--- config.mk ---
export PLATFORM = sky130hd
export DESIGN_NAME = pipe_stage_elastic
export DESIGN_NICKNAME = d
export VERILOG_FILES = /design/src/rtl/pipeline_pkg.sv /design/src/rtl/flip_flop_D.sv /design/src/rtl/pipe_stage_elastic.sv
export SDC_FILE = /design/constraint.sdc
export NUM_CORES = 1
export LEC_CHECK = 0
export ABC_AREA = 1
export BUFFER_PORTS_ARGS = -buffer_cell sky130_fd_sc_hd__buf_2
export CORE_UTILIZATION = 55
export DETAILED_ROUTE_END_ITERATION = 6
export GPL_ROUTABILITY_DRIVEN = 0
export GPL_TIMING_DRIVEN = 1
export PLACE_DENSITY = 0.91
export SETUP_SLACK_MARGIN = 0.2
export SYNTH_ARGS = -nofsm -noshare
export SYNTH_HDL_FRONTEND = slang
export SYNTH_HIERARCHICAL = 1
export SYNTH_SLANG_ARGS = --single-unit
--- constraint.sdc ---
create_clock -name clk -period 4.9 [get_ports clk]
set_input_delay 0 -clock clk [delete_from_list [all_inputs] [get_ports clk]]
set_output_delay 0 -clock clk [all_outputs]
set_load 0.005 [all_outputs]
--- src/rtl/pipeline_pkg.sv ---
// rtl/pipeline_pkg.sv - shared pipeline-stage types and processor-wide widths
package pipeline_pkg;

   typedef enum logic [1:0] {
      PS_EMPTY = 2'd0,
      PS_BUSY  = 2'd1,
      PS_FULL  = 2'd2
   } pipe_state_e;

   localparam int VEC_W = 128;
   localparam int PC_W  = 18;

   function automatic logic [1:0] state_occupancy(input pipe_state_e s);
      logic [1:0] occ;
      occ = 2'd0;
      case (s)
         PS_EMPTY: occ = 2'd0;
         PS_BUSY:  occ = 2'd1;
         PS_FULL:  occ = 2'd2;
         default:  occ = 2'd0;
      endcase
      return occ;
   endfunction

endpackage

--- src/rtl/flip_flop_D.sv ---
// rtl/flip_flop_D.sv - enabled D register with asynchronous clear
module flip_flop_D #(
   parameter int WIDTH = 128
) (
   input  logic             clk,
   input  logic             reset,
   input  logic             en,
   input  logic [WIDTH-1:0] d,
   output logic [WIDTH-1:0] q
);

   always_ff @(posedge clk or posedge reset) begin
      if (reset) begin
         q <= '0;
      end else if (en) begin
         q <= d;
      end
   end

endmodule

--- src/rtl/pipe_stage_elastic.sv ---
// rtl/pipe_stage_elastic.sv - valid/ready pipeline stage with optional two-entry skid buffer
module pipe_stage_elastic
   import pipeline_pkg::*;
#(
   parameter int WIDTH = VEC_W,
   parameter int SKID  = 1
) (
   input  logic             clk,
   input  logic             reset,
   input  logic             flush,
   input  logic             in_valid,
   output logic             in_ready,
   input  logic [WIDTH-1:0] in_data,
   output logic             out_valid,
   input  logic             out_ready,
   output logic [WIDTH-1:0] out_data,
   output logic [1:0]       occupancy
);

   pipe_state_e      state_q;
   pipe_state_e      state_d;
   logic             in_fire;
   logic             out_fire;
   logic             m_en;
   logic             m_sel_skid;
   logic             s_en;
   logic [WIDTH-1:0] m_d;
   logic [WIDTH-1:0] s_q;

   assign out_valid = (state_q != PS_EMPTY);
   assign occupancy = state_occupancy(state_q);
   assign in_fire   = in_valid & in_ready;
   assign out_fire  = out_valid & out_ready;

   always_ff @(posedge clk or posedge reset) begin
      if (reset) begin
         state_q <= PS_EMPTY;
      end else begin
         state_q <= state_d;
      end
   end

   // Flush overrides both handshakes; held data regs are left stale on purpose.
   always_comb begin
      state_d    = state_q;
      m_en       = 1'b0;
      s_en       = 1'b0;
      m_sel_skid = 1'b0;
      if (flush) begin
         state_d = PS_EMPTY;
      end else begin
         case (state_q)
            PS_EMPTY: begin
               if (in_fire) begin
                  m_en    = 1'b1;
                  state_d = PS_BUSY;
               end
            end
            PS_BUSY: begin
               if (in_fire && out_fire) begin
                  m_en = 1'b1;
               end else if (in_fire && (SKID != 0)) begin
                  s_en    = 1'b1;
                  state_d = PS_FULL;
               end else if (out_fire) begin
                  state_d = PS_EMPTY;
               end
            end
            PS_FULL: begin
               if (out_fire) begin
                  m_en       = 1'b1;
                  m_sel_skid = 1'b1;
                  state_d    = PS_BUSY;
               end
            end
            default: state_d = PS_EMPTY;
         endcase
      end
   end

   assign m_d = m_sel_skid ? s_q : in_data;

   flip_flop_D #(.WIDTH(WIDTH)) u_main (
      .clk   (clk),
      .reset (reset),
      .en    (m_en),
      .d     (m_d),
      .q     (out_data)
   );

   generate
      if (SKID != 0) begin : g_skid
         logic ready_q;

         flip_flop_D #(.WIDTH(WIDTH)) u_skid (
            .clk   (clk),
            .reset (reset),
            .en    (s_en),
            .d     (in_data),
            .q     (s_q)
         );

         // Ready comes straight from a flop so stalls never chain combinationally upstream.
         always_ff @(posedge clk or posedge reset) begin
            if (reset) begin
               ready_q <= 1'b1;
            end else begin
               ready_q <= (state_d != PS_FULL);
            end
         end

         assign in_ready = ready_q;
      end else begin : g_no_skid
         assign s_q      = '0;
         assign in_ready = ~out_valid | out_ready;
      end
   endgenerate

endmodule
# After elaboration in Yosys (flattened, before gate mapping)
# Cells that the tools add are included.
# op_classes
addsub	0
multipliers	0
n_div	0
magnitude_cmp	0
eq_ne	3
shifts	0
n_mux	19
bitwise_logic	2
reduce_logical	3
# op_table
cell	count
128-bit 2-to-1 mux	1
2-bit 2-to-1 mux	6
1-bit 2-to-1 mux	9
2-bit case mux with 3 select lines	1
2-bit case mux with 2 select lines	1
1-bit case mux with 3 select lines	1
1-bit AND	2
2-bit by 1-bit == test with 1-bit output (second input constant)	1
2-bit == test (second input constant)	1
2-bit logical NOT	1
2-bit != test (second input constant)	1
2-bit nonzero test	1
1-bit logical AND	1
# totals
regBits	259
latchBits	0
ramBits	0
rom_bits	0
input_bits	133
output_inout_bits	132
word_cells	31
n_memories	0

# Depth between registers and ports, before layout
# depth
depth_word	8
ltp_mapped	10
depth_no_buf	8

# By module
# The synthesis kept the hierarchy.
# modules_own_cells
mod	instances	cells_per_inst	area_per_inst_um2	seq_area_each_um2
flip_flop_D	2	542	4963.5	3203.1
pipe_stage_elastic	1	440	2544.9	76.3

# Worst setup path before layout
# No wires, ideal clock.
# synth_timing
path_type	register to register
from	reg g_skid.ready_q (netlist: in_ready)
to	reg g_skid.u_skid.q[0]
setup_time_ns	0.116
arrival_time_ns	1.545
required_time_ns	4.784
setup_slack_ns	3.238
path_stages_with_launch	8
n_path_buf	2
period_less_slack_ns	1.662
path_cell_list	dfstp_2 -> nand2_1 -> nor4_1 -> inv_2 -> buf_6 -> buf_6 -> nand2_1 -> nand2_1
# synth_between
elab_chain_cells	5
elab_cells_between_ends	6
# synth_lines
item	line	text
from (decl)	pipe_stage_elastic.sv:93	logic ready_q;
from (signal assigned)	pipe_stage_elastic.sv:108	ready_q <= (state_d != PS_FULL);
1-bit AND (*)	pipe_stage_elastic.sv:32	assign in_fire = in_valid & in_ready;
1-bit 2-to-1 mux / 1-bit logical AND (equally long branches)	pipe_stage_elastic.sv:62, pipe_stage_elastic.sv:60	
1-bit 2-to-1 mux (*)	pipe_stage_elastic.sv:60	if (in_fire && out_fire) begin
1-bit 2-to-1 mux (*)	pipe_stage_elastic.sv:52	case (state_q)
1-bit 2-to-1 mux (*)	pipe_stage_elastic.sv:49	if (flush) begin
net s_en	pipe_stage_elastic.sv:26	logic s_en;
to (signal assigned)	flip_flop_D.sv:14	q <= '0;
to (signal assigned)	flip_flop_D.sv:16	q <= d;
to (decl)	flip_flop_D.sv:9	output logic [WIDTH-1:0] q
# The timed path passes the listed nets; every way through them passes the cells marked *.
# A chain may end at the register's enable or synchronous reset.

# Worst setup path after layout
# layout_timing
from	reg g_skid.ready_q (netlist: in_ready)
to	reg g_skid.u_skid.q[2]
# Same word-level chain as after synthesis.

==> qor_table.md <==
| Stage | Result | This run |
|---|---|---|
| power | Power density of the placed cells | 404.2 nW/um2 |
| yosys | Leading register cell type out of synthesis | sky130_fd_sc_hd__dfrtp_1 |
| sta | Final worst setup slack | 2.044 ns |
| sta | Final TNS setup | 0 ns |
| sta | Worst slew margin relative to its limit | 34.21% |
| die | Top-Level Pins | 265 |
| placed design | Number of input and output port buffers inserted | 264 |
| sta | Setup repair after global routing missed its margin | false |
| sta | Final setup skew | 0.02383 ns |
| run status | Run status | complete, but fails checks |
| global routing | Congestion Overflow GR | 0 |
| cells and area | Share of post-route cells with drive strength above 1 | 23.59% |
| yosys | Cell variety after synth | 19 |
| drt | First drt pass iteration count | 7 |
| placed design | Pre-CTS setup slack | 2.127 ns |
| sta | Top achievable clock speed | 350.1 MHz |
| clocking | CTS Sinks | 259 |
| placed design | Dpl hpwl | 18700 um |
| drt | DRC marker count from the first detailed-route iteration | 997 |
| clocking | Number of buffers on the longest clock path | 3 |
| sta | Final Hold Viols | 0 |
| worst setup path | Launch instance of the worst register-to-register path | in_ready$_DFF_PP1_ |
| drt | Total DRC errors in the routed layout | 20 |
| yosys | Yosys warning count | 6 |
| global routing | Antenna violations before repair | 1 |
| placed design | Cell area after placement | 13360 um2 |
| sta | Final clock period utilization by the worst path | 58.29% |
| cells and area | Final net count | 2010 |
| drt | Total wire length | 35870 um |
| worst setup path | Arrival @ worst endpoint | 3.26 ns |
| die | Overall die area | 23280 um2 |
| power | Largest vdd supply drop | 0.2739 mV |
| clocking | CTS tree | yes |
| worst setup path | CP dominant cell by count | sky130_fd_sc_hd__nand2_1 |
| worst setup path | Largest fanout on the critical path | 89 |
| sta | Actual slew at the worst max-slew pin | 0.9868 ns |
| global routing | Global-route usage over all layers | 31.26% |
| yosys | Cell count after synthesis | 1524 |
| power | Leak pwr | 8.891 nW |
| die | Horizontal die dimension | 152.6 um |
| clocking | Total CTS buffers | 27 |
| clocking | Resized Gates After CTS | 0 |
| worst setup path | Cell family with most CP delay | buffers and inverters |
| sta | Setup violation total in the final timing report | 0 |
| worst setup path | Critical path type | reg2reg |
| hold path | Class of the most critical hold timing path | in2async |
| yosys | Post-synthesis sequential element count | 259 |
| worst setup path | Crit path largest cell delay | 0.62 ns |
| cells and area | Fillers | 1495 |
| yosys | Count of flip-flops with a built-in enable after synthesis | 0 |
| die | Die H | 152.6 um |
| worst setup path | Critical path cell sequence | nand2_1 > nor4_2 > buf_4 > inv_4 > buf_4 > nand2_1 > nand2_1 |
| cells and area | Finished Cell Area | 15630 um2 |
| worst setup path | Number of cell instances on the worst register-to-register path | 7 |
| drt | Detail-routed net length per standard cell | 16.48 um |
| worst setup path | Cell with the largest stage delay on the worst path | sky130_fd_sc_hd__buf_4 |
| yosys | Ranking of synthesized cells by area | sky130_fd_sc_hd__dfrtp_1, sky130_fd_sc_hd__nand2_1, sky130_fd_sc_hd__o21ai_2 |
| yosys | Part of the Yosys area used for sequential elements | 51.98% |
| clocking | Clock root buffer | sky130_fd_sc_hd__clkbuf_16 |
| sta | Final-report max-slew violation count | 0 |
| worst setup path | Crit path capture type | register |
| drt | Number of vias per cell after detailed routing | 5.282 |
| worst setup path | Worst setup slack for register-to-register paths | 2.04 ns |
| global routing | Wire length of the first global-routing pass | 58840 um |
| die | Core region area | 22030 um2 |
| yosys | Async set-reset flop share out of synthesis | 100.0% |
| job | Number of max-cap violations | 0 |
| yosys | Dominant cell type by area after synthesis | sky130_fd_sc_hd__dfrtp_1 |
| power | Total power after layout | 6.317 mW |
| run status | Violated checks | design-rule violations |
| worst setup path | Critical path data required time | 5.31 ns |
| yosys | Area share of the leading cell type in the synthesized netlist | 51.77% |
| sta | Crit path time final | 2.856 ns |
| drt | Vias after detailed routing | 11494 |
| global routing | Vias in the first global route | 12192 |
| yosys | Combined area of all synthesized cells | 12470 um2 |
| yosys | Synth Area per Inst | 8.184 um2 |
| yosys | Most frequent cell after synthesis | sky130_fd_sc_hd__nand2_1 |
| die | Site Rows | 54 |
| worst setup path | Worst reg2reg path endpoint | g_skid.u_skid/q[2]$_DFFE_PP0P_ |
| yosys | Ranking of synthesized cells by instance count | sky130_fd_sc_hd__nand2_1, sky130_fd_sc_hd__dfrtp_1, sky130_fd_sc_hd__inv_1, sky130_fd_sc_hd__o21ai_2, sky130_fd_sc_hd__buf_6 |
| die | Initial standard-cell utilization of the core | 56.62% |
| global routing | Maximum number of pins on one net before global-route repair | 118 |
| drt | Detail Route Antenna Nets | 0 |
| worst setup path | Critical Path Start Type | register |
| clocking | H-tree depth | 1 |
| cells and area | Layout overhead on the synthesized area | 25.31% |
| clocking | Clk_lat worst skew | 0.54 ns |
| worst setup path | Critical path origin | in_ready$_DFF_PP1_ |
| yosys | Nets in the synthesized netlist | 1657 |
| worst setup path | Combined buffer and inverter count along the critical path | 3 |
| clocking | Reg clk slew, reported paths | 0.06 ns |
-- cells in the final DEF (no fill, tap or decap), types with 3 or more instances in the layout --
cell	n
sky130_fd_sc_hd__buf_4	8
sky130_fd_sc_hd__o21ai_0	7
sky130_fd_sc_hd__buf_2	264
sky130_fd_sc_hd__clkbuf_16	27
sky130_fd_sc_hd__inv_6	3
sky130_fd_sc_hd__nand2_1	903
sky130_fd_sc_hd__clkinv_2	6
sky130_fd_sc_hd__inv_1	134
sky130_fd_sc_hd__bufinv_16	5
sky130_fd_sc_hd__clkbuf_1	4
sky130_fd_sc_hd__dlygate4sd3_1	134
sky130_fd_sc_hd__dfrtp_1	258
sky130_fd_sc_hd__clkbuf_8	3
sky130_fd_sc_hd__nor2_1	3
sky130_fd_sc_hd__o21ai_2	120
-- report_power, final --
group          total, mW  internal, mW  switching (mW)
combinational       1.24         0.496           0.746
sequential          2.90          2.61           0.296
clock               2.17          1.31           0.858
-- routing by layer --
layer  wire length (um)  vias up  track usage, %
li1                   -     5234               -
met1              13150     5427           34.89
met2              17970      655           55.42
met3               2666      178           5.688
met4               2086        0           19.38
met5                  0        -               0
-- worst min-delay path, cell delays in order --
cell and delay (ns):
sky130_fd_sc_hd__dlygate4sd3_1 0.56, sky130_fd_sc_hd__buf_2 0.18, sky130_fd_sc_hd__inv_6 0.41
-- registers in the layout (all words and copies together), names as in the netlist --
signal and cells:
g_skid.u_skid/q 128, in_ready 1, u_main/q 128, state_q 2
-- through the flow --
stage / instances / hold slack, ns / util [%]
2_1_floorplan: 1524 / -0.2471 / -
3_3_place_gp: 1994 / -0.05043 / 60.64
3_5_place_dp: 1994 / -0.05422 / 60.64
4_1_cts: 2175 / 0.1527 / 70.94
5_1_grt: 2176 / 0.2197 / 70.96
6_report: 2176 / 0.1530 / 70.96
-- logic make-up after synthesis --
logic type | count (synthesis) | share of synthesized area [%]
simple gates | 910 | 27.53
buf+inv | 223 | 11.57
compound gates | 132 | 8.929
flops | 259 | 51.98
-- worst max path at each step --
stage / end / slack, ns / cells past startpoint
after floorplan: g_skid.u_skid/q[0]$_DFFE_PP0P_ / 1.49 / 1
after global placement: g_skid.u_skid/q[54]$_DFFE_PP0P_ / 2.16 / 7
after detailed placement: g_skid.u_skid/q[48]$_DFFE_PP0P_ / 2.13 / 7
after CTS: g_skid.u_skid/q[80]$_DFFE_PP0P_ / 2.09 / 7
after global routing: g_skid.u_skid/q[118]$_DFFE_PP0P_ / 1.88 / 7
final: g_skid.u_skid/q[2]$_DFFE_PP0P_ / 2.04 / 7
-- what timing repair did --
| action | 4_1_cts | 5_1_grt |
|---|---|---|
| hold buffers | 134 | 0 |
| endpoints found under the hold margin | 401 | 0 |
| buffers inserted | 0 | 0 |
| endpoints found under the setup margin | 0 | 0 |
-- area by class of cell --
class                           instances  area, um2  area share [%]
Antenna cell                            1      2.502         0.01601
Clock buffer                           34      732.0           4.683
Clock inverter                         13      196.4           1.257
Inverter                              139      536.8           3.434
Multi-Input combinational cell       1042       4566           29.21
Sequential cell                       259       6482           41.48
Tap cell                              280      350.3           2.242
Timing Repair Buffer                  408       2763           17.68
(Power assumes the default switching activity.)
